$ cat src/rtl/tpu_tile_ctrl_pkg.sv
// Shared constants and FSM encoding for the tiled GEMM controller.
// Holds the default array edge and address width used by the tile controller.
package tpu_tile_ctrl_pkg;

    localparam int DEF_DIM    = 4;
    localparam int DEF_ADDR_W = 10;
    localparam int DEF_CNT_W  = 8;

    typedef enum logic [2:0] {
        IDLE    = 3'd0,
        CHECK   = 3'd1,
        LOAD    = 3'd2,
        DRAIN   = 3'd3,
        COLLECT = 3'd4,
        NEXT    = 3'd5,
        FIN     = 3'd6
    } state_t;

endpackage

$ cat src/rtl/tpu_tile_ctrl_addr_gen.sv
// tile_addr_gen: buffer address arithmetic for one tile position.
// Pure combinational; products formed at ADDR_W+CNT_W bits, low bits kept.
module tile_addr_gen
    import tpu_tile_ctrl_pkg::*;
#(
    parameter int DIM    = DEF_DIM,
    parameter int ADDR_W = DEF_ADDR_W,
    parameter int CNT_W  = DEF_CNT_W,
    parameter int R_W    = $clog2(DEF_DIM + 1)
) (
    input  logic [CNT_W-1:0]  ti,
    input  logic [CNT_W-1:0]  tj,
    input  logic [CNT_W-1:0]  kk,
    input  logic [CNT_W-1:0]  k,
    input  logic [CNT_W-1:0]  tn,
    input  logic [R_W-1:0]    r,
    output logic [ADDR_W-1:0] addr_a,
    output logic [ADDR_W-1:0] addr_b,
    output logic [ADDR_W-1:0] addr_out
);

    localparam int W = ADDR_W + CNT_W;

    // A/B words are k apart per tile; OUT rows are DIM apart per tile
    always_comb begin
        addr_a   = ADDR_W'(W'(ti) * W'(k) + W'(kk));
        addr_b   = ADDR_W'(W'(tj) * W'(k) + W'(kk));
        addr_out = ADDR_W'((W'(ti) * W'(tn) + W'(tj)) * W'(DIM) + W'(r));
    end

endmodule

$ cat src/rtl/tpu_tile_ctrl.sv
// tpu_tile_ctrl: sequences one TPU over the A/B/OUT buffers, tile by tile.
// Optional macro TPU_TILE_CTRL_PERF_EN adds a 32-bit busy-cycle counter.
module tpu_tile_ctrl
    import tpu_tile_ctrl_pkg::*;
#(
    parameter int DIM    = DEF_DIM,
    parameter int ADDR_W = DEF_ADDR_W,
    parameter int CNT_W  = DEF_CNT_W
) (
    input  logic              clk,
    input  logic              rst,
    input  logic              start,
    input  logic [CNT_W-1:0]  m,
    input  logic [CNT_W-1:0]  k,
    input  logic [CNT_W-1:0]  n,
    output logic              busy,
    output logic              done,
    output logic              err,
    output logic [ADDR_W-1:0] addr_a,
    output logic [ADDR_W-1:0] addr_b,
    output logic              wen_a,
    output logic              wen_b,
    output logic [ADDR_W-1:0] addr_out,
    output logic              wen_out,
    output logic              tpu_in_valid,
    output logic              tpu_in_last,
    input  logic              tpu_out_valid,
    input  logic              tpu_done
`ifdef TPU_TILE_CTRL_PERF_EN
    ,
    output logic [31:0]       perf_cycles
`endif
);

    localparam int R_W = $clog2(DIM + 1);
    localparam int CW  = 2 * CNT_W + ADDR_W + 1;

    state_t state;
    state_t state_nx;

    logic [CNT_W-1:0]  k_q;
    logic [CNT_W-1:0]  tm_q;
    logic [CNT_W-1:0]  tn_q;
    logic [CNT_W-1:0]  kk;
    logic [CNT_W-1:0]  ti;
    logic [CNT_W-1:0]  tj;
    logic [R_W-1:0]    r;
    logic              done_seen;
    logic              err_q;
    logic              in_valid_q;
    logic              in_last_q;

    logic [CNT_W-1:0]  tm_in;
    logic [CNT_W-1:0]  tn_in;
    logic [CW-1:0]     lim;
    logic              cfg_err;
    logic              load_end;
    logic              last_tile;
    logic              tile_end;
    logic              beat;
    logic [ADDR_W-1:0] a_raw;
    logic [ADDR_W-1:0] b_raw;
    logic [ADDR_W-1:0] o_raw;

    // ceil(x/DIM) written so x+DIM-1 cannot overflow CNT_W
    assign tm_in = m / CNT_W'(DIM) + CNT_W'(m % CNT_W'(DIM) != '0);
    assign tn_in = n / CNT_W'(DIM) + CNT_W'(n % CNT_W'(DIM) != '0);

    // a zero tile count means the matching dimension was zero
    assign lim     = CW'(1) << ADDR_W;
    assign cfg_err = (tm_q == '0) || (tn_q == '0) || (k_q == '0)
                  || (CW'(tm_q) * CW'(k_q) > lim)
                  || (CW'(tn_q) * CW'(k_q) > lim)
                  || (CW'(tm_q) * CW'(tn_q) * CW'(DIM) > lim);

    assign load_end  = (kk == k_q - CNT_W'(1));
    assign last_tile = (ti == tm_q - CNT_W'(1)) && (tj == tn_q - CNT_W'(1));
    assign beat      = (state == COLLECT) && tpu_out_valid && (r < R_W'(DIM));
    assign tile_end  = (r == R_W'(DIM)) && (done_seen || tpu_done);

    tile_addr_gen #(
        .DIM    (DIM),
        .ADDR_W (ADDR_W),
        .CNT_W  (CNT_W),
        .R_W    (R_W)
    ) u_addr (
        .ti       (ti),
        .tj       (tj),
        .kk       (kk),
        .k        (k_q),
        .tn       (tn_q),
        .r        (r),
        .addr_a   (a_raw),
        .addr_b   (b_raw),
        .addr_out (o_raw)
    );

    // state register
    always_ff @(posedge clk or posedge rst) begin
        if (rst) state <= IDLE;
        else     state <= state_nx;
    end

    // next-state logic
    always_comb begin
        state_nx = state;
        unique case (state)
            IDLE:    if (start) state_nx = CHECK;
            CHECK:   state_nx = cfg_err ? FIN : LOAD;
            LOAD:    if (load_end) state_nx = DRAIN;
            DRAIN:   state_nx = COLLECT;
            COLLECT: if (tile_end) state_nx = NEXT;
            NEXT:    state_nx = last_tile ? FIN : LOAD;
            FIN:     state_nx = IDLE;
            default: state_nx = IDLE;
        endcase
    end

    // latched dims, k/tile/row counters and the sticky tpu_done flag
    always_ff @(posedge clk or posedge rst) begin
        if (rst) begin
            k_q       <= '0;
            tm_q      <= '0;
            tn_q      <= '0;
            kk        <= '0;
            ti        <= '0;
            tj        <= '0;
            r         <= '0;
            done_seen <= 1'b0;
            err_q     <= 1'b0;
        end else begin
            if (state == IDLE && start) begin
                k_q  <= k;
                tm_q <= tm_in;
                tn_q <= tn_in;
            end
            if (tpu_done) done_seen <= 1'b1;
            case (state)
                CHECK: begin
                    kk        <= '0;
                    ti        <= '0;
                    tj        <= '0;
                    r         <= '0;
                    done_seen <= 1'b0;
                    err_q     <= cfg_err;
                end
                LOAD: kk <= load_end ? '0 : kk + CNT_W'(1);
                COLLECT: if (beat) r <= r + R_W'(1);
                NEXT: begin
                    r         <= '0;
                    done_seen <= 1'b0;
                    if (tj == tn_q - CNT_W'(1)) begin
                        tj <= '0;
                        ti <= ti + CNT_W'(1);
                    end else begin
                        tj <= tj + CNT_W'(1);
                    end
                end
                default: ;
            endcase
        end
    end

    // operands reach the TPU one cycle after their SRAM read address
    always_ff @(posedge clk or posedge rst) begin
        if (rst) begin
            in_valid_q <= 1'b0;
            in_last_q  <= 1'b0;
        end else begin
            in_valid_q <= (state == LOAD);
            in_last_q  <= (state == LOAD) && load_end;
        end
    end

    // outputs decoded from state; addresses held at 0 outside their phase
    always_comb begin
        busy         = (state != IDLE);
        done         = (state == FIN);
        err          = (state == FIN) && err_q;
        addr_a       = '0;
        addr_b       = '0;
        if (state == LOAD) begin
            addr_a = a_raw;
            addr_b = b_raw;
        end
        wen_a        = 1'b0;
        wen_b        = 1'b0;
        addr_out     = (state == COLLECT) ? o_raw : '0;
        wen_out      = beat;
        tpu_in_valid = in_valid_q;
        tpu_in_last  = in_last_q;
    end

`ifdef TPU_TILE_CTRL_PERF_EN
    // busy-cycle counter, restarted per accepted job, saturating
    always_ff @(posedge clk or posedge rst) begin
        if (rst)                        perf_cycles <= '0;
        else if (state == IDLE && start) perf_cycles <= '0;
        else if (busy && ~&perf_cycles) perf_cycles <= perf_cycles + 32'd1;
    end
`endif

endmodule
$ cat config.mk
export PLATFORM = sky130hd
export DESIGN_NAME = tpu_tile_ctrl
export DESIGN_NICKNAME = d
export VERILOG_FILES = /design/src/rtl/tpu_tile_ctrl_pkg.sv /design/src/rtl/tpu_tile_ctrl_addr_gen.sv /design/src/rtl/tpu_tile_ctrl.sv
export SDC_FILE = /design/constraint.sdc
export NUM_CORES = 1
export LEC_CHECK = 0
export ABC_AREA = 1
export CAP_MARGIN = 20
export CORE_MARGIN = 1.5
export CORE_UTILIZATION = 40
export DETAILED_ROUTE_END_ITERATION = 7
export PLACE_DENSITY = 0.6
export SYNTH_ARGS = -nofsm -noshare
export SYNTH_HDL_FRONTEND = slang
export SYNTH_HIERARCHICAL = 1
export SYNTH_SLANG_ARGS = --single-unit
$ cat constraint.sdc
create_clock -name clk -period 5.2 [get_ports clk]
set_input_delay 1.04 -clock clk [delete_from_list [all_inputs] [get_ports clk]]
set_output_delay 1.04 -clock clk [all_outputs]
set_load 0.1 [all_outputs]
* Word level (Yosys, flattened, before mapping)
Cells that the tools add are included.
Storage, ports and cells: register bits 58, word-level logic and storage cells 97
Operators by class: $add $sub $neg 13, multipliers 6, magnitude comparators 4, equality and inequality tests 15, mux-type cells 19, reductions and logical operators 28
Operators by type and width (count):
- $mul 8x8->16 | 3
- $pmux 8 s2 | 3
- $gt 16x11->1 const B | 2
- $mux 10 | 3
- $add 8x1->8 const B | 3
- $eq 8x8->1 | 3
- $logic_not 8->1 | 3
- $mux 8 | 3
- $sub 8x1->8 const B | 3
- $add 10x8->10 | 2
- $mul 8x8->10 | 2
- $gt 18x11->1 const B | 1
- $mux 3 | 6
- $pmux 3 s6 | 1
- $reduce_bool 8->1 | 2
- $add 6x1->7 | 2
- $eq 3x3->1 const B | 4
- $add 10x3->10 | 1
- $ne 2x2->1 const B | 5
- $add 8x8->8 | 1
- $mul 8x8->8 | 1
- $reduce_bool 2->1 | 4
- $logic_and 1x1->1 | 7
- $eq 3x2->1 const B | 2
- 11 further kinds | 18

* Logic depth before layout (Yosys ltp)
Gate-level depths: netlist of run 1.
depth in word-level cells 8, depth in mapped cells 28

* By module
Netlist of run 1, hierarchy kept.
By module, submodules not included:
- tpu_tile_ctrl | instances 1, cells each 1553, area an instance 10302.4 µm², seq. area each 1401.3 µm²
- tile_addr_gen | instances 1, cells each 695, area an instance 4669.5 µm², seq. area each 0.0 µm²

* Worst setup path before layout of run 1
Ideal clock, no wire load.
path kind register -> output, from register ti[3], to output port addr_out[9], arrival time 5237 ps, data required time 4160 ps, slack -1077 ps, stages on the path, launching flop included 23, buffers on the path 1, cells stage by stage dfrtp_1 > clkbuf_1 > nand2_1 > fa_1 > inv_1 > fa_1 > ha_1 > inv_1 > fa_1 > inv_1 > fa_1 > inv_1 > nor2_1 > nand3_1 > nor2_1 > nand3_1 > inv_1 > nand2_1 > nand2_1 > nand2_1 > nand2_1 > inv_1 > nor2_1
Between the ends: cells in the longest elaborated chain, start to end 4
Ends and longest elaborated chain:
- start, declared | line tpu_tile_ctrl.sv:45 | logic [CNT_W-1:0] ti;
- start signal, assigned | line tpu_tile_ctrl.sv:154 | ti <= ti + CNT_W'(1);
- $mul 8x8->8 | line tpu_tile_ctrl_addr_gen.sv:28 | addr_out = ADDR_W'((W'(ti) * W'(tn) + W'(tj)) * W'(DIM) + W'(r));
- $add 8x8->8 | line tpu_tile_ctrl_addr_gen.sv:28
- $add 10x3->10 | line tpu_tile_ctrl_addr_gen.sv:28
- named net o_raw[9] | line tpu_tile_ctrl.sv:63 | logic [ADDR_W-1:0] o_raw;
- $mux 10 | line tpu_tile_ctrl.sv:188 | addr_out = (state == COLLECT) ? o_raw : '0;
- end, declared | line tpu_tile_ctrl.sv:23 | output logic [ADDR_W-1:0] addr_out,
The timed path passes the listed nets, and every way through them passes these cells.

* Worst setup path after layout of run 1
from register k_q[0], to output port addr_b[9]
Between the ends: cells in the longest elaborated chain, start to end 3
Ends and longest elaborated chain:
- start, declared | line tpu_tile_ctrl.sv:41 | logic [CNT_W-1:0] k_q;
- start signal, assigned | line tpu_tile_ctrl.sv:133 | k_q <= k;
- $mul 8x8->10 | line tpu_tile_ctrl_addr_gen.sv:27 | addr_b = ADDR_W'(W'(tj) * W'(k) + W'(kk));
- $add 10x8->10 | line tpu_tile_ctrl_addr_gen.sv:27
- named net b_raw[9] | line tpu_tile_ctrl.sv:62 | logic [ADDR_W-1:0] b_raw;
- $mux 10 | line tpu_tile_ctrl.sv:182 | if (state == LOAD) begin
- end, declared | line tpu_tile_ctrl.sv:20 | output logic [ADDR_W-1:0] addr_b,
The timed path passes the listed nets, and every way through them passes these cells.

==> summary by stage, run 1 <==
Clock tree
After clock tree synthesis, the clock-pin slew on the worst setup and hold paths is 0.08 ns. In this run the deepest clock path goes through 2 buffers. TritonCTS built the clock tree. The number of buffers inserted by hold repair at cts is 0. The clock sink count is 56.

The root buffer cell is clkbuf_16. The H-tree was split into 2 levels. The later pin in the worst-skew pair is clocked with a latency of 0.31 ns. Counting the buffers created by CTS gives 5.

Timing
Hold is met by 0.4813 ns. The count of final max-slew check failures is 0. The final critical path time including I/O delays and setup is 5.338 ns.

Setup repair after global routing could not meet its margin everywhere. In the post-route analysis, the smallest setup slack over all paths is -0.1377 ns. The number of failing hold endpoints at the final stage was 0. The highest clock rate is 187.3 MHz. The worst path uses 102.6% of the clock period. The clock arrives with 0.01088 ns of skew. The worst-margin pin slew is 0.9701 ns. The relative slew slack is 35.13%.

The summed negative setup slack over all endpoints is -0.6109 ns. Setup violations remaining at the end of the flow were counted as 7.

Layout
The multi-input logic area is 0.01133 mm². For this run, the number of standard cells in the final layout without fillers is 2858. The area growth from synthesis to layout is 21.08%. The fraction of the core area covered by cells at the end of the flow is 49.40%. The post-layout instance area is 0.01813 mm². Registers take 0.001429 mm².

The count of fill cells added during filler insertion is 3608. The antenna cell count is 0. Cells with a size suffix above 1 make up 15.82% of the layout. For this run, the post-layout net count is 2770.

Die
The number of top-level pins is 67. The initialized floorplan defines 70 standard-cell rows. The initial core utilization is 40.80%. Measured along the x axis, the die boundary spans 196.5 µm. The area of the core region is 0.03670 mm². The vertical die dimension is 196.5 µm.

The total die area is 0.03860 mm².

Global route
The residual overflow from global routing is 0. The largest net degree at the start of global routing is 51. The combined global-route utilization of all metal layers is 20.91%.

The global-route wire length before repair is 65.83 mm. The initial antenna violation count is 0. The number of global-route vias before repair is 13890.

Critical path
For the worst flop-to-flop path, the logic depth is 27. STA classifies the critical path startpoint as a register. In this run the worst path has a maximum fanout of 5. The setup slack on the worst flop-to-flop path is 0.31 ns. The endpoint of the most critical register-to-register path is err_q. The beginning of the worst register-to-register path is k_q[4]. STA puts the critical path data required time at 4.16 ns. STA puts the critical path data arrival time at 4.30 ns.

The critical path class is register to primary output. The endpoint class of the critical path is a primary output.

Worst hold path
The startpoint identified for the worst hold timing path is err_q. The path with the worst hold slack has its endpoint at err_q. The kind of path behind the tightest hold check is register to register. The cell count of the worst hold path is 2.

Route
The number of detailed-route iterations in the first pass is 6. The total routed wirelength is 38.37 mm. The violation count after the first detailed-route iteration is 670. The count of nets left with antenna violations once routing finished came out at 0. The per-cell routed wire length is 13.43 µm. Using the TritonRoute via totals, the vias-per-cell ratio works out to 4.638. The total number of vias is 13260.

The remaining design rule violation count is 0.

Synth
The most area-hungry cell type in the Yosys netlist is fa_1. The most numerous cell in the Yosys netlist is nand2_1. The portion of the post-synthesis area used by sequential elements is 9.360%. Yosys printed 6 warnings. In this run, synthesis inferred 0 flip-flops with an integrated enable.

Counting instances in the post-synthesis netlist gives the leading cell types as nand2_1 (643), inv_1 (639), ha_1 (187), fa_1 (165), nor2_1 (117). Yosys mapped the design onto 45 distinct sky130hd cell types. In this run the mean area of a mapped cell was 6.660 µm². The most used flip-flop cell after synthesis is dfrtp_1.

The portion of synthesized cell area occupied by the leading cell type is 22.06%. After synthesis the netlist holds a flip-flop and latch count of 56. Counting flops with an async set or reset pin after synthesis yields a share of 100.0%. Yosys attributes the largest share of cell area to fa_1 (22%), nand2_1 (16%), inv_1 (16%). The summed instance area of the synthesized netlist is 0.01497 mm².

The count of mapped cells out of synthesis is 2248.

Placement
The worst setup slack after placement is -0.02409 ns. The global placer's final weighted congestion is 0.8795. Summing all placed instances gives a cell area of 0.01686 mm². After detailed placement, the design holds a cell count of 2794.

During placement, the flow inserted port buffers numbering 64. The HPWL after detailed placement is 31.51 mm.

Power
Overall power consumption after layout is estimated at 9.210 mW. The static power due to leakage is 10.92 nW. The maximum resistive drop on vdd is 0.0006333 V.

Power spread over the standard cell area amounts to 508.1 mW/mm².

Outcome
The flow ran to the end, but the final reports show violations. The checks that failed: setup timing.

Job
The max-capacitance violation count is 0.
==> timing repair <==
action | CTS | global route
resized for setup | 92 | 73
cloned | 1 | 0
pin swaps | 58 | 68
setup endpoints to repair | 13 | 14
hold endpoints to repair | 0 | 0
setup buffers | 42 | 14
==> where the power goes <==
group	switching (mW)	internal (mW)	leakage [nW]
clock network	0.176	0.278	0.0944
registers	0.259	0.565	0.705
logic	4.81	3.12	10.1
==> kinds of logic after synthesis <==
kind of cell	count (synthesis)	synth area share, %
flops	56	9.360
simple gates	939	26.07
xor+xnor	75	4.438
buf+inv	729	19.02
other cells	1	0.02505
compound gates	96	3.401
fa+ha+maj	352	37.69
==> worst max-delay path by stage <==
stage	start	end	slack, ns	cells after the start
after floorplan	ti[2]	addr_out[9]	-0.007	21
after global placement	k_q[3]	addr_b[8]	-0.01	17
after detailed placement	k_q[0]	addr_a[8]	-0.02	18
after CTS	ti[3]	addr_out[9]	-0.15	22
after global routing	tn_q[0]	addr_out[9]	-0.38	22
final	k_q[0]	addr_b[9]	-0.14	20
==> cell type report <==
class	instances	area share, %
Multi-Input combinational cell	1465	62.49
Inverter	648	13.46
Timing Repair Buffer	213	11.87
Sequential cell	56	7.882
Tap cell	468	3.230
Clock buffer	5	0.6902
Clock inverter	3	0.3796
==> cell usage in the layout (no fill, tap or decap), types with 13 or more instances in the layout <==
master and n:
buf_4 126, dfrtp_2 22, nor2_2 13, fa_1 157
o21ai_0 32, xor2_1 45, dfrtp_1 34, nand3_1 94
nor2_1 97, xnor2_1 24, buf_12 29, inv_1 605
buf_6 22, clkdlybuf4s50_1 35, nand3b_1 13, nand2_2 32
nand2_1 619, inv_2 38, nor2_4 13, ha_1 169
ha_4 13, nand4_1 19, a21oi_1 24
==> per-layer routing <==
| layer | track usage [%] | routed length, µm | vias up |
|---|---|---|---|
| met5 | 0 | 0 | - |
| met4 | 4.872 | 596 | 0 |
| met3 | 0.7016 | 913 | 40 |
| met2 | 39.55 | 19730 | 200 |
| li1 | - | - | 6796 |
| met1 | 26.22 | 17140 | 6219 |
==> sequential cells by signal (all words and copies together), names as in the netlist, 3 cells and up <==
name and cells:
kk 8, ti 8, tj 8, tm_q 7, k_q 8, r 3
state 3, tn_q 7
==> worst max-delay path, stage by stage, from the launching register on <==
cell      delay (ns)
dfrtp_2         0.46
buf_12          0.14
nand2_4         0.04
fa_1            0.49
inv_1           0.05
fa_1            0.49
inv_2           0.04
fa_1            0.47
fa_1            0.52
inv_2           0.06
ha_4            0.31
nand3_2         0.07
nand2_2         0.08
nand2_1         0.05
nand2_1         0.07
a21oi_2         0.06
nand3b_1        0.17
nand2_2         0.09
inv_2           0.04
nor2_4          0.11
buf_12          0.18
Note: power is estimated with default switching activity, not from simulation.
==> run 2: changes to the inputs <==
--- a/config.mk
+++ b/config.mk
@@ -7,7 +7,7 @@
 export LEC_CHECK = 0
 export ABC_AREA = 1
 export CAP_MARGIN = 20
-export CORE_MARGIN = 1.5
+export CORE_MARGIN = 3
 export CORE_UTILIZATION = 40
 export DETAILED_ROUTE_END_ITERATION = 7
 export PLACE_DENSITY = 0.6
==> summary by stage, run 2 (synthesis gave the netlist of run 1 again) <==
Die
The row count is 70 (unchanged). The total die area was 0.03979 mm² (was 0.03860 mm²). The die width is 199.5 µm (was 196.5 µm). The vertical die dimension is 199.5 µm (was 196.5 µm). The number of top-level pins is 67 (unchanged).

The initial core utilization is 40.70% (was 40.80%). The area of the core region came to 0.03679 mm² (was 0.03670 mm²).

Layout
The fraction of final layout cells sized beyond drive strength 1 came to 15.94% (was 15.82%). The most common library cell in the layout ignoring fill and taps was nand2_1 (unchanged). The post-layout instance area is 0.01810 mm² (was 0.01813 mm²). The net count reported at finish is 2783 (was 2770). The count of fill cells added during filler insertion is 3587 (was 3608). Commonest cells after routing, fill and taps aside: nand2_1 (623), inv_1 (607), ha_1 (168) (was nand2_1 (619), inv_1 (605), ha_1 (169)).

The area growth from synthesis to layout is 20.91% (was 21.08%). The antenna cell count was 0 (unchanged).

Placement
The global placer's final weighted congestion is 0.9001 (was 0.8795). The number of buffers inserted by port buffering is 64 (unchanged). The cell area after placement is 0.01686 mm² (about the same). The total half-perimeter wirelength after legalization and detailed placement is 32.04 mm (was 31.51 mm).

The worst setup slack after placement came to -0.02720 ns (was -0.02409 ns).

Clock tree
The root buffer cell is clkbuf_16 (unchanged). The CTS tree was built (unchanged). The clock-pin slew reported for the worst setup and hold paths after clock tree synthesis is 0.08 ns (about the same). The CTS H-tree depth is 2 (unchanged). The number of buffers created by CTS is 5 (unchanged).

The clock sink count is 56 (unchanged). The number of buffers inserted by hold repair at cts came to 0 (unchanged). The deepest clock path buffer count is 2 (unchanged). The clock latency at the later pin of the worst-skew pair is 0.31 ns (about the same).

Critical path
The maximum fanout encountered on the critical timing path came to 6 (was 5). The startpoint class of the critical path is a register (unchanged). The critical path data required time is 4.16 ns (about the same). The endpoint class of the critical path is a primary output (unchanged).

The data arrival time of the critical path is 4.33 ns (was 4.30 ns). The depth of the most critical reg-to-reg path is 24 (was 27). The critical path class is register to primary output (unchanged).

Route
The number of detailed-route iterations in the first pass is 5 (was 6). The per-cell routed wire length was 13.58 µm (was 13.43 µm). The violation count after the first detailed-route iteration is 620 (was 670). The number of vias per cell was 4.644 (was 4.638). The number of nets with antenna violations after routing is 0 (unchanged).

The remaining design rule violation count is 0 (unchanged). The total number of vias is 13330 (was 13260). The total routed wirelength came to 38.99 mm (was 38.37 mm).

Timing
The count of final max-slew check failures is 0 (unchanged). The final critical path time including I/O delays and setup is 5.369 ns (was 5.338 ns). The final count of negative-setup-slack endpoints is 7 (unchanged). RSZ-0062 raised after global routing: yes (unchanged). The worst-margin pin slew came to 0.9698 ns (was 0.9701 ns). The worst setup skew after layout is 0.01286 ns (was 0.01088 ns). The highest clock rate is 186.3 MHz (was 187.3 MHz). The relative slew slack is 35.14% (was 35.13%). The minimum setup slack in the final design is -0.1688 ns (was -0.1377 ns). The post-route worst hold slack was 0.4931 ns (was 0.4813 ns). The post-route fraction of the period consumed by the critical path is 103.2% (was 102.6%).

The number of failing hold endpoints at the final stage is 0 (unchanged).

Power
The maximum resistive drop on vdd is 0.0006287 V (was 0.0006333 V). The static power due to leakage is 10.94 nW (was 10.92 nW). The power per cell area came to 496.2 mW/mm² (was 508.1 mW/mm²).

Global route
The initial antenna violation count was 0 (unchanged). The combined global-route utilization of all metal layers is 20.07% (was 20.91%). The residual overflow from global routing is 0 (unchanged). The global-route wire length before repair is 65.25 mm (was 65.83 mm).

The number of global-route vias before repair is 13530 (was 13890). The largest net degree at the start of global routing is 30 (was 51).

Outcome
Violations in the final reports: setup timing (unchanged). Result of the run: finished with violations (unchanged).

Job
The max-capacitance violation count is 0 (unchanged).

Worst hold path
The cell count of the worst hold path is 2 (unchanged). The kind of path behind the tightest hold check is register to register (unchanged).
## run 2: cell count changes in the layout (fill, tap and decap cells not counted), sizes merged
cell | previous run | this run
bufinv | 2 | 0
buf | 178 | 189
clkinv | 2 | 4
clkbuf | 5 | 7
## run 2: what timing repair did
action                                  4_1_cts  5_1_grt
pin swaps                                    65       76
gates cloned                                  1        1
endpoints found under the setup margin       11       15
setup buffers                                37       28
resized for setup                            90       67
## run 2: worst max-delay path: stages (launching register included)
cell and delay, ns:
dfrtp_2 0.46, buf_4 0.18, inv_1 0.09, fa_1 0.45, inv_1 0.07, ha_1 0.23
ha_2 0.19, fa_1 0.52, ha_4 0.19, fa_2 0.57, inv_2 0.05, nor2_2 0.12
nand3_2 0.09, nor2_2 0.13, nand3_2 0.08, inv_1 0.06, nand2_1 0.06, nand2_1 0.05
nand2_1 0.05, nand2_2 0.06, inv_2 0.04, nor2_4 0.09, buf_12 0.19
## run 2: metrics by stage
step,cells,total power [mW],setup TNS [ns],utilization (%)
final,2871,8.982,-0.7269,49.21
after CTS,2842,8.887,-0.5231,47.89
after global placement,2797,8.203,0,45.84
after global routing,2871,10.20,-2.611,49.21
after floorplan,2250,6.165,-0.007134,-
after detailed placement,2797,8.299,-0.02720,45.84
## run 2: per-layer routing
metal	part of all wire [%]	vias up	wire (µm)	GRT usage, %
met5	0	-	0	0
met4	1.4	0	536	4.187
met3	3.1	34	1222	0.9442
met2	51	202	19950	37.82
met1	44	6297	17280	25.55
li1	-	6801	-	-
## run 2: final timing paths
| path | from | endpoint | slack (ns) |
|---|---|---|---|
| worst max-delay path | tj[1] | addr_out[9] | -0.17 |
| worst min-delay path | err_q | err_q | 0.49 |
| worst max register to register | tn_q[1] | err_q | 0.18 |
| worst min register to register | err_q | err_q | 0.49 |
| max in group asynchronous | rst | ti[2] | 3.13 |
| min in group asynchronous | rst | tn_q[2] | 1.16 |
## run 2: layout make-up
| type | instances | area (µm²) | area share [%] |
|---|---|---|---|
| sequential | 56 | 1431 | 7.907 |
| tap | 468 | 585.6 | 3.235 |
| inverter | 648 | 2440 | 13.48 |
| timing repair buffer | 226 | 2231 | 12.32 |
| multi-input combinational | 1465 | 11260 | 62.22 |
| clock buffer | 5 | 125.1 | 0.6912 |
| clock inverter | 3 | 26.28 | 0.1451 |
## run 2: where the power goes
part | switching (mW) | internal (mW) | leakage (nW)
combinational | 4.75 | 3.06 | 10.2
sequential | 0.240 | 0.566 | 0.702
clock | 0.185 | 0.183 | 0.0744
total | 5.17 | 3.81 | 10.9
==> run 3: changes to the inputs <==
--- a/config.mk
+++ b/config.mk
@@ -6,10 +6,12 @@
 export NUM_CORES = 1
 export LEC_CHECK = 0
 export ABC_AREA = 1
+export ABC_CLOCK_PERIOD_IN_PS = 5200
 export CAP_MARGIN = 20
 export CORE_MARGIN = 3
 export CORE_UTILIZATION = 40
 export DETAILED_ROUTE_END_ITERATION = 7
+export GPL_TIMING_DRIVEN = 0
 export PLACE_DENSITY = 0.6
 export SYNTH_ARGS = -nofsm -noshare
 export SYNTH_HDL_FRONTEND = slang
==> summary by stage, run 3 (synthesis gave the netlist of run 1 again) <==
Global route
The initial antenna violation count came to 0 (unchanged). The largest net degree at the start of global routing is 36 (was 30). The global-route wire length before repair is 63.43 mm (was 65.25 mm).

The number of global-route vias before repair is 13380 (was 13530). The residual overflow from global routing was 0 (unchanged). The combined global-route utilization of all metal layers was 19.41% (was 20.07%).

Timing
The minimum setup slack in the final design is -0.2316 ns (was -0.1688 ns). The worst setup skew after layout came to 0.007958 ns (was 0.01286 ns). The count of final max-slew check failures is 0 (unchanged).

The post-route fraction of the period consumed by the critical path came to 104.5% (was 103.2%). The relative slew slack was 33.37% (was 35.14%). The worst-margin pin slew was 0.9963 ns (was 0.9698 ns). The number of failing hold endpoints at the final stage was 0 (unchanged). The final critical path time including I/O delays and setup came to 5.432 ns (was 5.369 ns). The highest clock rate came to 184.1 MHz (was 186.3 MHz).

The final count of negative-setup-slack endpoints is 6 (was 7). RSZ-0062 raised after global routing: yes (unchanged).

Die
The total die area was 0.03979 mm² (unchanged). The area of the core region is 0.03679 mm² (unchanged). The die width was 199.5 µm (unchanged).

The number of top-level pins is 67 (unchanged). The row count is 70 (unchanged). The vertical die dimension came to 199.5 µm (unchanged). The initial core utilization is 40.70% (unchanged).

Critical path
The delay of the slowest critical-path stage is 0.51 ns (was 0.57 ns). The critical path data required time was 4.16 ns (about the same). The startpoint class of the critical path was a register (unchanged). The maximum fanout encountered on the critical timing path is 8 (was 6). The cell at the slowest stage of the critical path is fa_1 (was fa_2). Ordered list of cells on the worst path: buf_6 -> clkbuf_16 -> nand2_2 -> inv_1 -> fa_1 -> inv_1 -> fa_1 -> inv_2 -> fa_1 -> inv_1 -> fa_1 -> inv_2 -> ha_4 -> nand2_2 -> nand2_2 -> a21oi_2 -> nand3b_1 -> nand2_2 -> inv_2 -> nor2_4 -> buf_12 (was buf_4 -> inv_1 -> fa_1 -> inv_1 -> ha_1 -> ha_2 -> fa_1 -> ha_4 -> fa_2 -> inv_2 -> nor2_2 -> nand3_2 -> nor2_2 -> nand3_2 -> inv_1 -> nand2_1 -> nand2_1 -> nand2_1 -> nand2_2 -> inv_2 -> nor2_4 -> buf_12). The endpoint class of the critical path is a primary output (unchanged). The data arrival time of the critical path is 4.39 ns (was 4.33 ns).

The critical path class is register to primary output (unchanged).

Layout
The most common library cell in the layout ignoring fill and taps is nand2_1 (unchanged). The fraction of final layout cells sized beyond drive strength 1 is 14.42% (was 15.94%). The antenna cell count came to 0 (unchanged).

The post-layout instance count excluding filler cells is 2846 (was 2871). The area growth from synthesis to layout is 19.62% (was 20.91%). The net count reported at finish is 2758 (was 2783). The post-layout instance area is 0.01791 mm² (was 0.01810 mm²). Commonest cells after routing, fill and taps aside: nand2_1 (619), inv_1 (604), ha_1 (168) (was nand2_1 (623), inv_1 (607), ha_1 (168)).

Route
The per-cell routed wire length is 13.10 µm (was 13.58 µm). The total number of vias is 13260 (was 13330). The number of detailed-route iterations in the first pass is 5 (unchanged). The violation count after the first detailed-route iteration is 566 (was 620). The remaining design rule violation count is 0 (unchanged).

The total routed wirelength is 37.28 mm (was 38.99 mm). The number of nets with antenna violations after routing is 0 (unchanged). The number of vias per cell is 4.660 (was 4.644).

Power
The power per cell area is 505.4 mW/mm² (was 496.2 mW/mm²). The total power draw was 9.051 mW (was 8.982 mW). The sequential share of power came to 8.0% (was 9.0%). The maximum resistive drop on vdd came to 0.0007060 V (was 0.0006287 V). The switching share of power is 58.08% (was 57.57%). The combinational share of power is 87.6% (was 86.9%). The internal power contribution was 3.794 mW (was 3.811 mW). The net switching power is 5.257 mW (was 5.171 mW). The clock share of power is 4.5% (was 4.1%). The static power due to leakage is 10.76 nW (was 10.94 nW).

Placement
The total half-perimeter wirelength after legalization and detailed placement is 30.95 mm (was 32.04 mm). The number of placed instances, taps included came to 2784 (was 2797). The number of buffers inserted by port buffering was 64 (unchanged). The global placer's final weighted congestion is 0.8486 (was 0.9001).

The cell area after placement was 0.01646 mm² (was 0.01686 mm²).

Clock tree
The number of buffers created by CTS is 5 (unchanged). The deepest clock path buffer count is 2 (unchanged). The number of buffers inserted by hold repair at cts is 0 (unchanged). The CTS H-tree depth was 2 (unchanged). The CTS tree is built (unchanged). The clock latency at the later pin of the worst-skew pair is 0.31 ns (about the same). The clock-pin slew reported for the worst setup and hold paths after clock tree synthesis is 0.08 ns (about the same). The root buffer cell is clkbuf_16 (unchanged).

The clock sink count was 56 (unchanged).

Outcome
Result of the run: finished with violations (unchanged). Violations in the final reports: setup timing (unchanged).

Job
The max-capacitance violation count was 0 (unchanged).

Worst hold path
The kind of path behind the tightest hold check is register to register (unchanged).
[run 3: final cells by class]
| class | count | area (µm²) |
|---|---|---|
| Buffer | 69 | 666.9 |
| Clock buffer | 5 | 125.1 |
| Clock inverter | 3 | 46.29 |
| Fill cell | 3710 | 18880 |
| Inverter | 648 | 2440 |
| Multi-Input combinational cell | 1465 | 11280 |
| Sequential cell | 56 | 1423 |
| Tap cell | 468 | 585.6 |
| Timing Repair Buffer | 132 | 1343 |
[run 3: repair_timing]
| item | CTS | global route |
|---|---|---|
| pin swaps | 52 | 57 |
| cloned | 3 | 0 |
| endpoints found under the setup margin | 22 | 20 |
| buffers inserted | 48 | 16 |
| resized for setup | 236 | 121 |
[run 3: metal layers]
metal / wire, µm / global-route usage (%) / vias to the layer above
li1: - / - / 6763
met1: 16070 / 24.30 / 6236
met2: 19220 / 36.52 / 217
met3: 1058 / 0.9779 / 45
met4: 941 / 5.066 / 0
met5: 0 / 0 / -
[run 3: metrics by stage]
step / hold slack (ns) / util (%) / TNS, ns / setup slack, ns
floorplan: 0.4415 / - / -0.007134 / -0.007134
detailed placement: 0.4677 / 44.75 / -15.11 / -1.373
global placement: 0.4708 / 44.67 / -14.64 / -1.335
finish: 0.4858 / 48.69 / -0.7779 / -0.2316
CTS: 0.4863 / 47.54 / -0.9586 / -0.2581
global route: 0.5263 / 48.69 / -2.270 / -0.4197
[run 3: critical path, delay by kind of cell, from the launching register on]
family,cells,cell delay (ns)
simple gates,6,0.56
flops,1,0.39
fa+ha+maj,5,2.27
buf+inv,9,0.79
compound gates,1,0.06
[run 3: power groups by stage]
stage / clock network (mW) / logic, mW / registers [mW]
after floorplan: 0 / 5.48 / 0.681
after global placement: 0 / 7.16 / 0.710
after detailed placement: 0 / 7.26 / 0.713
after CTS: 0.412 / 7.62 / 0.702
after global routing: 0.427 / 9.10 / 0.738
final: 0.404 / 7.93 / 0.720
[run 3: worst paths after layout]
path | from | end | slack [ns] | depth (start not counted)
max | k_q[2] | addr_b[9] | -0.23 | 21
min | err_q | err_q | 0.49 | 2
max reg2reg | tn_q[1] | err_q | 0.27 | 24
min reg2reg | err_q | err_q | 0.49 | 2
max in group asynchronous | rst | k_q[3] | 3.53 | 3
min in group asynchronous | rst | done_seen | 1.08 | 2
